==> src/rtl/cmp_pkg.sv <==
// Shared types for the chunk-serial magnitude comparator.
// State encoding, 3-way result bundle and chunk-count helper.
package cmp_pkg;

    typedef enum logic [1:0] {
        IDLE,
        RUN,
        DONE
    } state_t;

    typedef struct packed {
        logic gt;
        logic eq;
        logic lt;
    } cmp_res_t;

    function automatic int nch(input int width, input int chunk);
        return width / chunk;
    endfunction

endpackage

==> src/rtl/chunk_compare.sv <==
// Combinational CHUNK-bit 3-way compare.
// Ripples an "all higher bits equal" term from the MSB downward.
module chunk_compare
    import cmp_pkg::*;
#(
    parameter int CHUNK = 4
) (
    input  logic [CHUNK-1:0] a,
    input  logic [CHUNK-1:0] b,
    output cmp_res_t         res
);

    logic gt;
    logic lt;
    logic eq_run;

    always_comb begin
        gt     = 1'b0;
        lt     = 1'b0;
        eq_run = 1'b1;
        for (int i = CHUNK - 1; i >= 0; i--) begin
            gt     = gt | (eq_run & a[i] & ~b[i]);
            lt     = lt | (eq_run & ~a[i] & b[i]);
            eq_run = eq_run & ~(a[i] ^ b[i]);
        end
        res.gt = gt;
        res.eq = eq_run;
        res.lt = lt;
    end

endmodule

==> src/rtl/seq_mag_compare.sv <==
// Chunk-serial WIDTH-bit magnitude comparator, MSB chunk first,
// early exit on first unequal chunk, optional two's-complement mode.
module seq_mag_compare
    import cmp_pkg::*;
#(
    parameter int WIDTH     = 16,
    parameter int CHUNK     = 4,
    parameter int SIGNED_EN = 1
) (
    input  logic                             clk,
    input  logic                             rst_n,
    input  logic                             in_valid,
    output logic                             in_ready,
    input  logic [WIDTH-1:0]                 a,
    input  logic [WIDTH-1:0]                 b,
    input  logic                             is_signed,
    output logic                             out_valid,
    input  logic                             out_ready,
    output logic                             a_gt_b,
    output logic                             a_eq_b,
    output logic                             a_lt_b,
    output logic                             busy,
    output logic [$clog2(WIDTH/CHUNK):0]     cycles
);

    localparam int NCH = nch(WIDTH, CHUNK);
    localparam int CW  = $clog2(NCH) + 1;
    localparam int IW  = (NCH > 1) ? $clog2(NCH) : 1;
    localparam logic [IW-1:0] TOP_IDX = IW'(NCH - 1);

    state_t          state;
    logic [WIDTH-1:0] a_q;
    logic [WIDTH-1:0] b_q;
    logic            mode;
    logic [IW-1:0]   idx;
    logic [CW-1:0]   cnt;
    cmp_res_t        res_q;
    cmp_res_t        cres;
    logic [CHUNK-1:0] ca;
    logic [CHUNK-1:0] cb;

    // Offset-binary trick: flipping the sign bit of the top chunk
    // turns a signed compare into an unsigned one.
    always_comb begin
        ca = a_q[32'(idx) * CHUNK +: CHUNK];
        cb = b_q[32'(idx) * CHUNK +: CHUNK];
        if (mode && (idx == TOP_IDX)) begin
            ca[CHUNK-1] = ~ca[CHUNK-1];
            cb[CHUNK-1] = ~cb[CHUNK-1];
        end
    end

    chunk_compare #(
        .CHUNK (CHUNK)
    ) u_chunk (
        .a   (ca),
        .b   (cb),
        .res (cres)
    );

    always_ff @(posedge clk or negedge rst_n) begin
        if (!rst_n) begin
            state <= IDLE;
            a_q   <= '0;
            b_q   <= '0;
            mode  <= 1'b0;
            idx   <= '0;
            cnt   <= '0;
            res_q <= '0;
        end else begin
            case (state)
                IDLE: begin
                    if (in_valid) begin
                        a_q   <= a;
                        b_q   <= b;
                        mode  <= is_signed & (SIGNED_EN != 0);
                        idx   <= TOP_IDX;
                        cnt   <= '0;
                        res_q <= '0;
                        state <= RUN;
                    end
                end
                RUN: begin
                    cnt <= cnt + CW'(1);
                    if (!cres.eq || (idx == '0)) begin
                        res_q <= cres;
                        state <= DONE;
                    end else begin
                        idx <= idx - IW'(1);
                    end
                end
                DONE: begin
                    if (out_ready) begin
                        res_q <= '0;
                        state <= IDLE;
                    end
                end
                default: state <= IDLE;
            endcase
        end
    end

    assign in_ready  = (state == IDLE);
    assign out_valid = (state == DONE);
    assign busy      = (state == RUN);
    assign a_gt_b    = res_q.gt;
    assign a_eq_b    = res_q.eq;
    assign a_lt_b    = res_q.lt;
    assign cycles    = cnt;

endmodule

==> config.mk <==
export PLATFORM = sky130hd
export DESIGN_NAME = seq_mag_compare
export DESIGN_NICKNAME = d
export VERILOG_FILES = /design/src/rtl/cmp_pkg.sv /design/src/rtl/chunk_compare.sv /design/src/rtl/seq_mag_compare.sv
export SDC_FILE = /design/constraint.sdc
export NUM_CORES = 1
export LEC_CHECK = 0
export BUFFER_PORTS_ARGS = -buffer_cell sky130_fd_sc_hd__buf_2
export CAP_MARGIN = 30
export CORE_MARGIN = 2
export CORE_UTILIZATION = 54
export DETAILED_ROUTE_END_ITERATION = 8
export PLACE_DENSITY = 0.9
export SETUP_SLACK_MARGIN = 0.2
export SYNTH_ARGS = -nofsm -noshare
export SYNTH_HDL_FRONTEND = slang
export SYNTH_HIERARCHICAL = 1
export SYNTH_SLANG_ARGS = --single-unit
==> constraint.sdc <==
create_clock -name clk -period 2.8 [get_ports clk]
set_input_delay 0.56 -clock clk [delete_from_list [all_inputs] [get_ports clk]]
set_output_delay 0.56 -clock clk [all_outputs]
set_load 0.01 [all_outputs]
==> flow_results.xml, run 1 <==
<?xml version="1.0" encoding="UTF-8"?>
<metrics>
  <group name="drt">
    <metric name="drc_violations" unit="">0</metric>
    <metric name="routed_wirelength" unit="um">3840</metric>
    <metric name="vias_after_detailed_routing" unit="">1340</metric>
    <metric name="drt-wirelength-per-cell" unit="um">15.6</metric>
    <metric name="vias_per_cell" unit="">5.43</metric>
    <metric name="drt.antenna.violating_nets" unit="">0</metric>
    <metric name="dr.first_iter.drc_count" unit="">63</metric>
    <metric name="firstDrtPassIters" unit="">4</metric>
  </group>
  <group name="floorplan">
    <metric name="floorplan.initialDensity" unit="%">57.4</metric>
    <metric name="pin_count" unit="">46</metric>
    <metric name="number_of_rows_in_the_core_area" unit="">22</metric>
    <metric name="core-area" unit="sq um">3740</metric>
    <metric name="floorplan.die_area" unit="sq um">4500</metric>
    <metric name="die_y" unit="um">67.1</metric>
    <metric name="die_x" unit="um">67.1</metric>
  </group>
  <group name="yosys">
    <metric name="post_synthesis_compound_gate_area_fraction" unit="%">6.06</metric>
    <metric name="main_synth_ff_type" unit="">dfrtp_1</metric>
    <metric name="synth.distinct_cells" unit="">38</metric>
    <metric name="synth_cells" unit="">150</metric>
    <metric name="synth_nets" unit="">192</metric>
    <metric name="netlist_area" unit="sq um">2150</metric>
    <metric name="synthArstFlopShare" unit="%">100</metric>
    <metric name="netlist.area_leader.share" unit="%">50.1</metric>
    <metric name="synth.area.mux_share" unit="%">28.0</metric>
    <metric name="ys_ff_latch" unit="">43</metric>
    <metric name="yosysTopAreaCell" unit="">dfrtp_1</metric>
    <metric name="synth_xor_xnor_area_share" unit="%">1.22</metric>
    <metric name="syn_avg_cell_area" unit="sq um">14.3</metric>
    <metric name="biggest_area_contributors_in_the_synthesized_netlist" unit="">dfrtp_1 (50%), mux2_2 (17%), mux4_1 (9.8%)</metric>
    <metric name="synth.yosys.seq_area_share" unit="%">50.1</metric>
    <metric name="synth-adder-area-share" unit="%">2.91</metric>
    <metric name="ys_warn_count" unit="">6</metric>
    <metric name="synth_simple_gate_area_share" unit="%">6.64</metric>
    <metric name="synth_enable_flop_cells" unit="">0</metric>
    <metric name="largest_family_of_logic_cells_by_synthesized_area" unit="">multiplexers</metric>
  </group>
  <group name="power">
    <metric name="power.sequential.fraction" unit="%">34.3</metric>
    <metric name="static-leakage-power" unit="nW">1.24</metric>
    <metric name="intPower" unit="mW">2.08</metric>
    <metric name="powerDensity" unit="nW/um^2">1250</metric>
    <metric name="share_comb_of_total_power" unit="%">50.2</metric>
    <metric name="share_clk_of_total_power" unit="%">15.5</metric>
    <metric name="total_switching_power" unit="mW">1.11</metric>
    <metric name="swShare" unit="%">34.8</metric>
    <metric name="irDropWorstVdd" unit="V">0.000597</metric>
  </group>
  <group name="critical_path">
    <metric name="cp_max_fo" unit="">5</metric>
    <metric name="timing.setup.critical_path_class" unit="">reg -&gt; reg</metric>
    <metric name="cell_with_the_largest_stage_delay_on_the_worst_path" unit="">mux4_1</metric>
    <metric name="worst-endpoint-arrival" unit="ns">2.75</metric>
    <metric name="cp_data_required_time" unit="ns">3.01</metric>
    <metric name="regToRegSetupSlack" unit="ns">0.26</metric>
    <metric name="critical-path-max-stage-delay" unit="ns">0.64</metric>
    <metric name="cp-start-kind" unit="">flop</metric>
    <metric name="crit_chain" unit="">mux4_1 -&gt; xnor2_2 -&gt; ha_4 -&gt; nand3_1 -&gt; nor4_4 -&gt; and4bb_2 -&gt; or2_2 -&gt; a2bb2oi_1</metric>
    <metric name="crit_path_end_kind" unit="">flop</metric>
  </group>
  <group name="status">
    <metric name="status" unit="">finished clean</metric>
  </group>
  <group name="sta">
    <metric name="max_clock_freq" unit="MHz">394</metric>
    <metric name="slew_viol_final" unit="">0</metric>
    <metric name="skew" unit="ns">0.00475</metric>
    <metric name="layout_min_cycle_time" unit="ns">2.54</metric>
    <metric name="final_hold_viols" unit="">0</metric>
    <metric name="relSlewSlack" unit="%">38.4</metric>
    <metric name="number_of_setup_violations_in_the_final_report" unit="">0</metric>
    <metric name="setup_tns" unit="ns">0</metric>
    <metric name="worst-slew-pin-transition" unit="ns">0.924</metric>
    <metric name="grt_setup_unrepaired" unit="">true</metric>
    <metric name="final_min_period_over_clock_period" unit="%">90.6</metric>
  </group>
  <group name="cts">
    <metric name="cts-buffers-inserted" unit="">5</metric>
    <metric name="root_buffer" unit="">clkbuf_8</metric>
    <metric name="cts_htree_levels" unit="">2</metric>
    <metric name="cts_sinks" unit="">43</metric>
    <metric name="cts.clk_slew.worst_paths" unit="ns">0.08</metric>
    <metric name="insertion_delay" unit="ns">0.29</metric>
    <metric name="tritoncts" unit="">yes</metric>
    <metric name="clockBufferDepth" unit="">2</metric>
    <metric name="postCtsHoldBufs" unit="">0</metric>
  </group>
  <group name="global_route">
    <metric name="grt_antenna_before_repair" unit="">0</metric>
    <metric name="grt_overflow" unit="">0</metric>
    <metric name="maximum_number_of_pins_on_one_net_before_global_route_repair" unit="">44</metric>
    <metric name="grt_pass1_vias" unit="">1369</metric>
    <metric name="grt.total_usage" unit="%">20.1</metric>
    <metric name="first_pass_grt_wire_length" unit="um">6510</metric>
  </group>
  <group name="final_layout">
    <metric name="final_core_util" unit="%">68.2</metric>
    <metric name="area_growth" unit="%">18.9</metric>
    <metric name="finalNetCount" unit="">240</metric>
    <metric name="antenna-diode-count" unit="">0</metric>
    <metric name="fraction_of_final_layout_cells_sized_beyond_drive_strength_1" unit="%">52.3</metric>
    <metric name="post_layout_nonfiller_instances" unit="">247</metric>
  </group>
  <group name="hold_path">
    <metric name="min_path_type" unit="">in -&gt; async</metric>
  </group>
  <group name="placed_design">
    <metric name="gp_congestion" unit="">0.760</metric>
    <metric name="dp.final_hpwl" unit="um">2760</metric>
    <metric name="port_buffers" unit="">45</metric>
    <metric name="place_inst" unit="">238</metric>
  </group>
  <group name="flow_run">
    <metric name="max_cap_viol" unit="">0</metric>
  </group>
</metrics>
-- flip-flops by register name, indices dropped and copies added, names as in the netlist --
signal	cells
b_q	16
mode	1
a_gt_b	1
cycles	3
a_lt_b	1
state	2
idx	2
a_q	16
a_eq_b	1
-- placed cells by master (no fill, tap or decap), drive strengths merged, types with 3 or more instances in the layout --
master / instances
dfrtp: 43
nand2b: 4
clkbuf: 6
ha: 5
buf: 50
nand2: 3
inv: 9
mux4: 8
o21ai: 4
mux2: 33
-- per-layer routing --
metal	global-route usage, %	vias up	routed length [um]
li1	-	642	-
met1	26.2	655	1730
met2	31.6	39	1870
met3	5.57	4	195
met4	8.16	0	45
met5	0	-	0
-- area by class of cell --
cell class	count	area, sq um
fillers	279	1190
repair buffers	50	263
clock buffers	6	82.6
flip-flops and latches	43	1080
clock inverters	2	35.0
well taps	48	60.1
inverters	9	33.8
multi-input cells	89	1000
-- worst max-delay path, delay by kind of cell (launching register included) --
family                     cells  cell delay (ns)
AOI/OAI and AO/OA              1             0.15
DFF                            1             0.43
muxes                          1             0.64
and+or+nand+nor                4             0.75
xor gates and xnor gates       1             0.19
adders and majority gates      1             0.31
-- kinds of logic (layout without fill, tap and decap cells) --
| kind of cell | Yosys count | after routing |
|---|---|---|
| and+or+nand+nor | 20 | 20 |
| AOI/OAI and AO/OA | 18 | 18 |
| DFF | 43 | 43 |
| xor gates and xnor gates | 3 | 3 |
| adders and majority gates | 5 | 5 |
| muxes | 43 | 43 |
| buffers and inverters | 18 | 67 |
-- cell usage after synthesis (3+ instances only) --
library cell,count
dfrtp_1,43
inv_1,9
buf_6,3
buf_4,4
mux2_2,33
nand2_1,3
nand2b_1,3
mux4_1,8
ha_1,5
-- worst paths after layout --
check,start,endpoint,cells past startpoint
setup / recovery,idx[0]$_DFFE_PN0P_,idx[1]$_DFFE_PN0P_,8
hold / removal,rst_n,a_q[15]$_DFFE_PN0P_,1
setup reg to reg,idx[0]$_DFFE_PN0P_,idx[1]$_DFFE_PN0P_,8
hold reg to reg,a_eq_b$_DFFE_PN0P_,a_eq_b$_DFFE_PN0P_,1
max in group asynchronous,rst_n,idx[0]$_DFFE_PN0P_,1
min in group clk,is_signed,mode$_DFFE_PN0P_,2
-- power by group through the flow --
stage	clock [mW]	combinational [mW]	sequential, mW
finish	0.494	1.60	1.09
global route	0.538	1.74	1.14
CTS	0.505	1.48	1.09
detailed placement	0	1.41	1.10
global placement	0	1.35	1.09
floorplan	0	1.29	1.04
-- through the flow --
stage                     setup slack, ns  instance area, sq um  power, mW  hold slack (ns)
final                               0.263                  2550       3.18            0.401
after global routing                0.162                  2550       3.41            0.473
after CTS                           0.237                  2530       3.08            0.430
after detailed placement            0.101                  2390       2.51            0.483
after global placement              0.234                  2390       2.43            0.479
after floorplan                     0.222                  2150       2.33            0.264
-- timing repair --
item,CTS,global route
setup buffers,1,0
setup endpoints to repair,6,4
gates resized for setup,4,2
gates cloned,0,0
pin swaps,0,1
Note: power is estimated with default switching activity, not from simulation.
==> run 2, diff against run 1 <==
- CORE_ASPECT_RATIO: not set -> 0.6
- RECOVER_POWER: not set -> 25
==> flow_results.xml, run 2 (synthesis results as in run 1) <==
<?xml version="1.0" encoding="UTF-8"?>
<metrics>
  <group name="status">
    <metric name="status" unit="">finished clean</metric>
  </group>
  <group name="flow_run">
    <metric name="max_cap_viol" unit="">0</metric>
  </group>
  <group name="floorplan">
    <metric name="floorplan.initialDensity" unit="%">57.4</metric>
    <metric name="pin_count" unit="">46</metric>
    <metric name="die_x" unit="um">85.4</metric>
    <metric name="floorplan.die_area" unit="sq um">4510</metric>
    <metric name="die_y" unit="um">52.8</metric>
    <metric name="number_of_rows_in_the_core_area" unit="">17</metric>
    <metric name="core-area" unit="sq um">3740</metric>
  </group>
  <group name="global_route">
    <metric name="grt.total_usage" unit="%">19.1</metric>
    <metric name="first_pass_grt_wire_length" unit="um">6290</metric>
    <metric name="grt_pass1_vias" unit="">1302</metric>
    <metric name="maximum_number_of_pins_on_one_net_before_global_route_repair" unit="">44</metric>
    <metric name="grt_overflow" unit="">0</metric>
    <metric name="grt_util_met3" unit="%">6.93</metric>
    <metric name="gr-max-usage-layer" unit="">met1</metric>
    <metric name="met1_usage" unit="%">29.3</metric>
    <metric name="grt_use_met2" unit="%">25.8</metric>
    <metric name="grt_antenna_before_repair" unit="">0</metric>
  </group>
  <group name="drt">
    <metric name="drt.antenna.violating_nets" unit="">0</metric>
    <metric name="vias_per_cell" unit="">5.44</metric>
    <metric name="routed_wirelength" unit="um">3880</metric>
    <metric name="drc_violations" unit="">0</metric>
    <metric name="dr.first_iter.drc_count" unit="">78</metric>
    <metric name="firstDrtPassIters" unit="">4</metric>
    <metric name="vias_after_detailed_routing" unit="">1359</metric>
    <metric name="drt-wirelength-per-cell" unit="um">15.5</metric>
  </group>
  <group name="final_layout">
    <metric name="antenna-diode-count" unit="">0</metric>
    <metric name="final_cell_mix" unit="">buf_2 (45), dfrtp_1 (42), mux2_2 (33)</metric>
    <metric name="layout.filler_cells" unit="">277</metric>
    <metric name="post-route-cell-area" unit="sq um">2560</metric>
    <metric name="seq_area" unit="sq um">1080</metric>
    <metric name="area_of_the_multi_input_gates" unit="sq um">1000</metric>
    <metric name="area_growth" unit="%">19.4</metric>
    <metric name="fraction_of_final_layout_cells_sized_beyond_drive_strength_1" unit="%">53.2</metric>
    <metric name="most_common_cell_after_layout_fill_and_taps_aside" unit="">buf_2</metric>
    <metric name="finalNetCount" unit="">244</metric>
  </group>
  <group name="placed_design">
    <metric name="dp.final_hpwl" unit="um">2760</metric>
    <metric name="gp_congestion" unit="">0.822</metric>
    <metric name="port_buffers" unit="">45</metric>
    <metric name="dpl-instance-area" unit="sq um">2390</metric>
    <metric name="post-place-ws" unit="ns">0.0757</metric>
  </group>
  <group name="sta">
    <metric name="slew_viol_final" unit="">0</metric>
    <metric name="layout_min_cycle_time" unit="ns">2.49</metric>
    <metric name="worst-slew-pin-transition" unit="ns">0.910</metric>
    <metric name="final_worst_setup_slack" unit="ns">0.305</metric>
    <metric name="number_of_setup_violations_in_the_final_report" unit="">0</metric>
    <metric name="final_hold_viols" unit="">0</metric>
    <metric name="skew" unit="ns">0.00814</metric>
    <metric name="max_clock_freq" unit="MHz">401</metric>
    <metric name="setup_tns" unit="ns">0</metric>
    <metric name="final_min_period_over_clock_period" unit="%">89.1</metric>
    <metric name="grt_setup_unrepaired" unit="">true</metric>
    <metric name="relSlewSlack" unit="%">39.3</metric>
  </group>
  <group name="cts">
    <metric name="postCtsHoldBufs" unit="">0</metric>
    <metric name="cts_sinks" unit="">43</metric>
    <metric name="insertion_delay" unit="ns">0.30</metric>
    <metric name="clockBufferDepth" unit="">2</metric>
    <metric name="cts_htree_levels" unit="">2</metric>
    <metric name="root_buffer" unit="">clkbuf_8</metric>
    <metric name="cts-buffers-inserted" unit="">5</metric>
    <metric name="tritoncts" unit="">yes</metric>
    <metric name="cts.clk_slew.worst_paths" unit="ns">0.08</metric>
  </group>
  <group name="critical_path">
    <metric name="crit_path_end_kind" unit="">flop</metric>
    <metric name="cp_data_required_time" unit="ns">2.98</metric>
    <metric name="cp_max_fo" unit="">8</metric>
    <metric name="worst-endpoint-arrival" unit="ns">2.68</metric>
    <metric name="cp-start-kind" unit="">flop</metric>
    <metric name="rr_endpoint" unit="">a_eq_b$_DFFE_PN0P_</metric>
    <metric name="critical_path.reg2reg.startpoint" unit="">idx[0]$_DFFE_PN0P_</metric>
    <metric name="regToRegSetupSlack" unit="ns">0.31</metric>
    <metric name="r2r_cells" unit="">10</metric>
    <metric name="timing.setup.critical_path_class" unit="">reg -&gt; reg</metric>
  </group>
  <group name="power">
    <metric name="powerDensity" unit="nW/um^2">1240</metric>
    <metric name="power" unit="mW">3.17</metric>
    <metric name="static-leakage-power" unit="nW">1.25</metric>
    <metric name="irDropWorstVdd" unit="V">0.000990</metric>
  </group>
  <group name="hold_path">
    <metric name="min_path_type" unit="">in -&gt; async</metric>
  </group>
</metrics>
[run 2: worst max path at each step]
stage / startpoint / endpoint / slack [ns] / cells past startpoint
after floorplan: idx[0]$_DFFE_PN0P_ / idx[1]$_DFFE_PN0P_ / 0.22 / 10
after global placement: idx[0]$_DFFE_PN0P_ / idx[1]$_DFFE_PN0P_ / 0.20 / 9
after detailed placement: idx[0]$_DFFE_PN0P_ / idx[1]$_DFFE_PN0P_ / 0.08 / 9
after CTS: idx[0]$_DFFE_PN0P_ / a_gt_b$_DFFE_PN0P_ / 0.22 / 9
after global routing: idx[0]$_DFFE_PN0P_ / idx[1]$_DFFE_PN0P_ / 0.20 / 9
final: idx[0]$_DFFE_PN0P_ / a_eq_b$_DFFE_PN0P_ / 0.31 / 10
[run 2: where the power goes]
part / internal, mW / total [mW] / switching (mW)
registers: 0.912 / 1.10 / 0.184
logic: 0.936 / 1.66 / 0.725
clock network: 0.201 / 0.416 / 0.215
total: 2.05 / 3.17 / 1.12
[run 2: metal layers]
metal | wire, um | part of all wire, % | up-vias
li1 | - | - | 651
met1 | 2010 | 52 | 662
met2 | 1580 | 41 | 44
met3 | 281 | 7.2 | 2
met4 | 13 | 0.34 | 0
met5 | 0 | 0 | -
[run 2: through the flow]
step	cells	hold WS (ns)	util [%]
final	250	0.388	68.5
after global routing	250	0.471	68.5
after CTS	250	0.417	68.0
after detailed placement	236	0.490	63.7
after global placement	236	0.481	63.7
after floorplan	150	0.264	-
[run 2: repair_timing]
action                                  4_1_cts  5_1_grt
pin swaps                                     2        1
resized for setup                             4        2
setup buffers                                 6        0
endpoints found under the hold margin         0        0
endpoints found under the setup margin        6        6
[run 2: critical path, stage by stage, from the launching register on]
cell	delay, ns
dfrtp_2	0.41
buf_4	0.19
mux4_1	0.66
nand2b_1	0.23
nand3_1	0.15
nor4_4	0.05
buf_4	0.14
buf_4	0.12
buf_4	0.12
buf_4	0.12
a32o_1	0.20
[run 2: cell type report]
class	instances	area share, %
repair buffers	54	11.4
flip-flops and latches	43	42.0
clock inverters	2	0.634
inverters	9	1.32
clock buffers	6	3.22
multi-input cells	89	39.1
well taps	47	2.29
==> run 3, diff against run 2 <==
- CORE_MARGIN: 2 -> not set
==> flow_results.xml, run 3 (synthesis results as in run 1) <==
<?xml version="1.0" encoding="UTF-8"?>
<metrics>
  <group name="status">
    <metric name="status" unit="">finished clean</metric>
  </group>
  <group name="cts">
    <metric name="cts_htree_levels" unit="">2</metric>
    <metric name="clockBufferDepth" unit="">2</metric>
    <metric name="cts_sinks" unit="">43</metric>
    <metric name="insertion_delay" unit="ns">0.30</metric>
    <metric name="cts-buffers-inserted" unit="">5</metric>
    <metric name="cts.clk_slew.worst_paths" unit="ns">0.09</metric>
    <metric name="tritoncts" unit="">yes</metric>
    <metric name="root_buffer" unit="">clkbuf_8</metric>
  </group>
  <group name="flow_run">
    <metric name="max_cap_viol" unit="">0</metric>
  </group>
  <group name="sta">
    <metric name="max_clock_freq" unit="MHz">399</metric>
    <metric name="worst-slew-pin-transition" unit="ns">0.905</metric>
    <metric name="skew" unit="ns">0.00826</metric>
    <metric name="final_min_period_over_clock_period" unit="%">89.5</metric>
    <metric name="slew_viol_final" unit="">0</metric>
    <metric name="layout_min_cycle_time" unit="ns">2.50</metric>
    <metric name="final_hold_viols" unit="">0</metric>
    <metric name="grt_setup_unrepaired" unit="">false</metric>
    <metric name="relSlewSlack" unit="%">39.7</metric>
    <metric name="number_of_setup_violations_in_the_final_report" unit="">0</metric>
    <metric name="final_worst_setup_slack" unit="ns">0.295</metric>
    <metric name="setup_tns" unit="ns">0</metric>
  </group>
  <group name="final_layout">
    <metric name="fraction_of_final_layout_cells_sized_beyond_drive_strength_1" unit="%">53.5</metric>
    <metric name="finalNetCount" unit="">241</metric>
    <metric name="area_growth" unit="%">18.8</metric>
    <metric name="most_common_cell_after_layout_fill_and_taps_aside" unit="">buf_2</metric>
    <metric name="final_cell_mix" unit="">buf_2 (45), dfrtp_1 (42), mux2_2 (33)</metric>
    <metric name="antenna-diode-count" unit="">0</metric>
  </group>
  <group name="drt">
    <metric name="drc_violations" unit="">0</metric>
    <metric name="vias_after_detailed_routing" unit="">1352</metric>
    <metric name="firstDrtPassIters" unit="">4</metric>
    <metric name="drt-wirelength-per-cell" unit="um">15.6</metric>
    <metric name="routed_wirelength" unit="um">3860</metric>
    <metric name="dr.first_iter.drc_count" unit="">45</metric>
    <metric name="vias_per_cell" unit="">5.47</metric>
    <metric name="drt.antenna.violating_nets" unit="">0</metric>
  </group>
  <group name="critical_path">
    <metric name="cp_max_fo" unit="">8</metric>
    <metric name="crit_buf_inv" unit="">1</metric>
    <metric name="timing.setup.critical_path_class" unit="">reg -&gt; reg</metric>
    <metric name="rr_endpoint" unit="">idx[1]$_DFFE_PN0P_</metric>
    <metric name="cp-start-kind" unit="">flop</metric>
    <metric name="r2r_cells" unit="">8</metric>
    <metric name="cpLargestDelayFamily" unit="">simple AND/OR/NAND/NOR gates</metric>
    <metric name="crit_path_end_kind" unit="">flop</metric>
    <metric name="cell_with_the_largest_stage_delay_on_the_worst_path" unit="">mux4_1</metric>
    <metric name="crit_chain" unit="">buf_4 -&gt; mux4_1 -&gt; nand2b_1 -&gt; nand3_1 -&gt; nor4_4 -&gt; and4bb_2 -&gt; or2_2 -&gt; a2bb2oi_1</metric>
    <metric name="critical_path.reg2reg.startpoint" unit="">idx[0]$_DFFE_PN0P_</metric>
    <metric name="critical-path-max-stage-delay" unit="ns">0.65</metric>
    <metric name="regToRegSetupSlack" unit="ns">0.30</metric>
    <metric name="cp_data_required_time" unit="ns">2.99</metric>
    <metric name="worst-endpoint-arrival" unit="ns">2.69</metric>
  </group>
  <group name="floorplan">
    <metric name="die_y" unit="um">50.8</metric>
    <metric name="floorplan.die_area" unit="sq um">4240</metric>
    <metric name="pin_count" unit="">46</metric>
    <metric name="number_of_rows_in_the_core_area" unit="">17</metric>
    <metric name="core-area" unit="sq um">3740</metric>
    <metric name="floorplan.initialDensity" unit="%">57.4</metric>
    <metric name="die_x" unit="um">83.4</metric>
  </group>
  <group name="global_route">
    <metric name="met1_usage" unit="%">29.7</metric>
    <metric name="grt_use_met2" unit="%">31.6</metric>
    <metric name="grt_overflow" unit="">0</metric>
    <metric name="first_pass_grt_wire_length" unit="um">6580</metric>
    <metric name="maximum_number_of_pins_on_one_net_before_global_route_repair" unit="">44</metric>
    <metric name="grt_antenna_before_repair" unit="">0</metric>
    <metric name="gr-max-usage-layer" unit="">met2</metric>
    <metric name="grt_util_met3" unit="%">5.82</metric>
    <metric name="grt.total_usage" unit="%">20.7</metric>
    <metric name="grt_pass1_vias" unit="">1404</metric>
  </group>
  <group name="placed_design">
    <metric name="post-place-ws" unit="ns">0.0934</metric>
    <metric name="gp_congestion" unit="">0.787</metric>
    <metric name="port_buffers" unit="">45</metric>
    <metric name="dp.final_hpwl" unit="um">2850</metric>
  </group>
  <group name="power">
    <metric name="intPower" unit="mW">2.02</metric>
    <metric name="total_switching_power" unit="mW">1.15</metric>
    <metric name="power" unit="mW">3.17</metric>
    <metric name="power.sequential.fraction" unit="%">34.7</metric>
    <metric name="irDropWorstVdd" unit="V">0.000678</metric>
    <metric name="share_comb_of_total_power" unit="%">52.1</metric>
    <metric name="static-leakage-power" unit="nW">1.24</metric>
    <metric name="share_clk_of_total_power" unit="%">13.2</metric>
    <metric name="powerDensity" unit="nW/um^2">1240</metric>
    <metric name="swShare" unit="%">36.2</metric>
  </group>
  <group name="hold_path">
    <metric name="min_path_type" unit="">in -&gt; async</metric>
  </group>
</metrics>
==> run 3: cell count changes in the layout (fill, tap and decap cells not counted) <==
| cell | delta |
|---|---|
| buf_4 | -3 |
| a2bb2oi_1 | -1 |
| a2bb2oi_2 | +1 |
| and2_1 | -1 |
| and2_4 | +1 |
==> run 3: layout make-up <==
class                      instances  area (sq um)
fill                             284          1190
sequential                        43          1080
multi-input combinational         89          1010
timing repair buffer              51           270
clock buffer                       6          82.6
tap                               47          58.8
inverter                           9          33.8
clock inverter                     2          16.3
==> run 3: worst max path at each step <==
| stage | from | endpoint | slack (ns) | depth (start not counted) |
|---|---|---|---|---|
| after floorplan | idx[0]$_DFFE_PN0P_ | idx[1]$_DFFE_PN0P_ | 0.22 | 10 |
| after CTS | idx[0]$_DFFE_PN0P_ | a_gt_b$_DFFE_PN0P_ | 0.21 | 9 |
| final | idx[0]$_DFFE_PN0P_ | idx[1]$_DFFE_PN0P_ | 0.30 | 8 |
| after detailed placement | idx[0]$_DFFE_PN0P_ | idx[1]$_DFFE_PN0P_ | 0.09 | 9 |
| after global routing | idx[0]$_DFFE_PN0P_ | idx[1]$_DFFE_PN0P_ | 0.17 | 9 |
| after global placement | idx[0]$_DFFE_PN0P_ | idx[1]$_DFFE_PN0P_ | 0.22 | 9 |
==> run 3: timing repair <==
item                                    in CTS  in global routing
hold buffers                                 0                  0
pin swaps                                    1                  0
gates cloned                                 0                  0
setup buffers                                1                  1
endpoints found under the setup margin       6                  6
gates resized for setup                      2                  6
==> run 3: through the flow <==
step	util [%]	std cells	area (sq um)	hold WS (ns)
floorplan	-	150	2150	0.264
global placement	63.9	237	2390	0.482
detailed placement	63.9	237	2390	0.490
CTS	67.1	246	2510	0.427
global route	68.1	247	2550	0.469
finish	68.1	247	2550	0.388
==> run 3: routing by layer <==
layer / routed length (um) / share of wire (%)
met5: 0 / 0
met4: 38 / 0.98
met3: 153 / 4.0
met2: 1680 / 44
met1: 1980 / 51
==> run 3: worst register-to-register path, delay by kind of cell (launching register included) <==
family / cells / cell delay, ns
multiplexers: 1 / 0.65
AO/OA/AOI/OAI: 1 / 0.13
flip-flops: 1 / 0.43
buffers and inverters: 1 / 0.20
AND/OR/NAND/NOR: 5 / 0.98
==> run 3: power groups by stage <==
| stage | Combinational (mW) | Clock (mW) | Sequential, mW |
|---|---|---|---|
| 5_1_grt | 1.79 | 0.449 | 1.14 |
| 3_5_place_dp | 1.42 | 0 | 1.11 |
| 3_3_place_gp | 1.36 | 0 | 1.09 |
| 6_report | 1.65 | 0.418 | 1.10 |
| 2_1_floorplan | 1.29 | 0 | 1.04 |
| 4_1_cts | 1.53 | 0.425 | 1.10 |
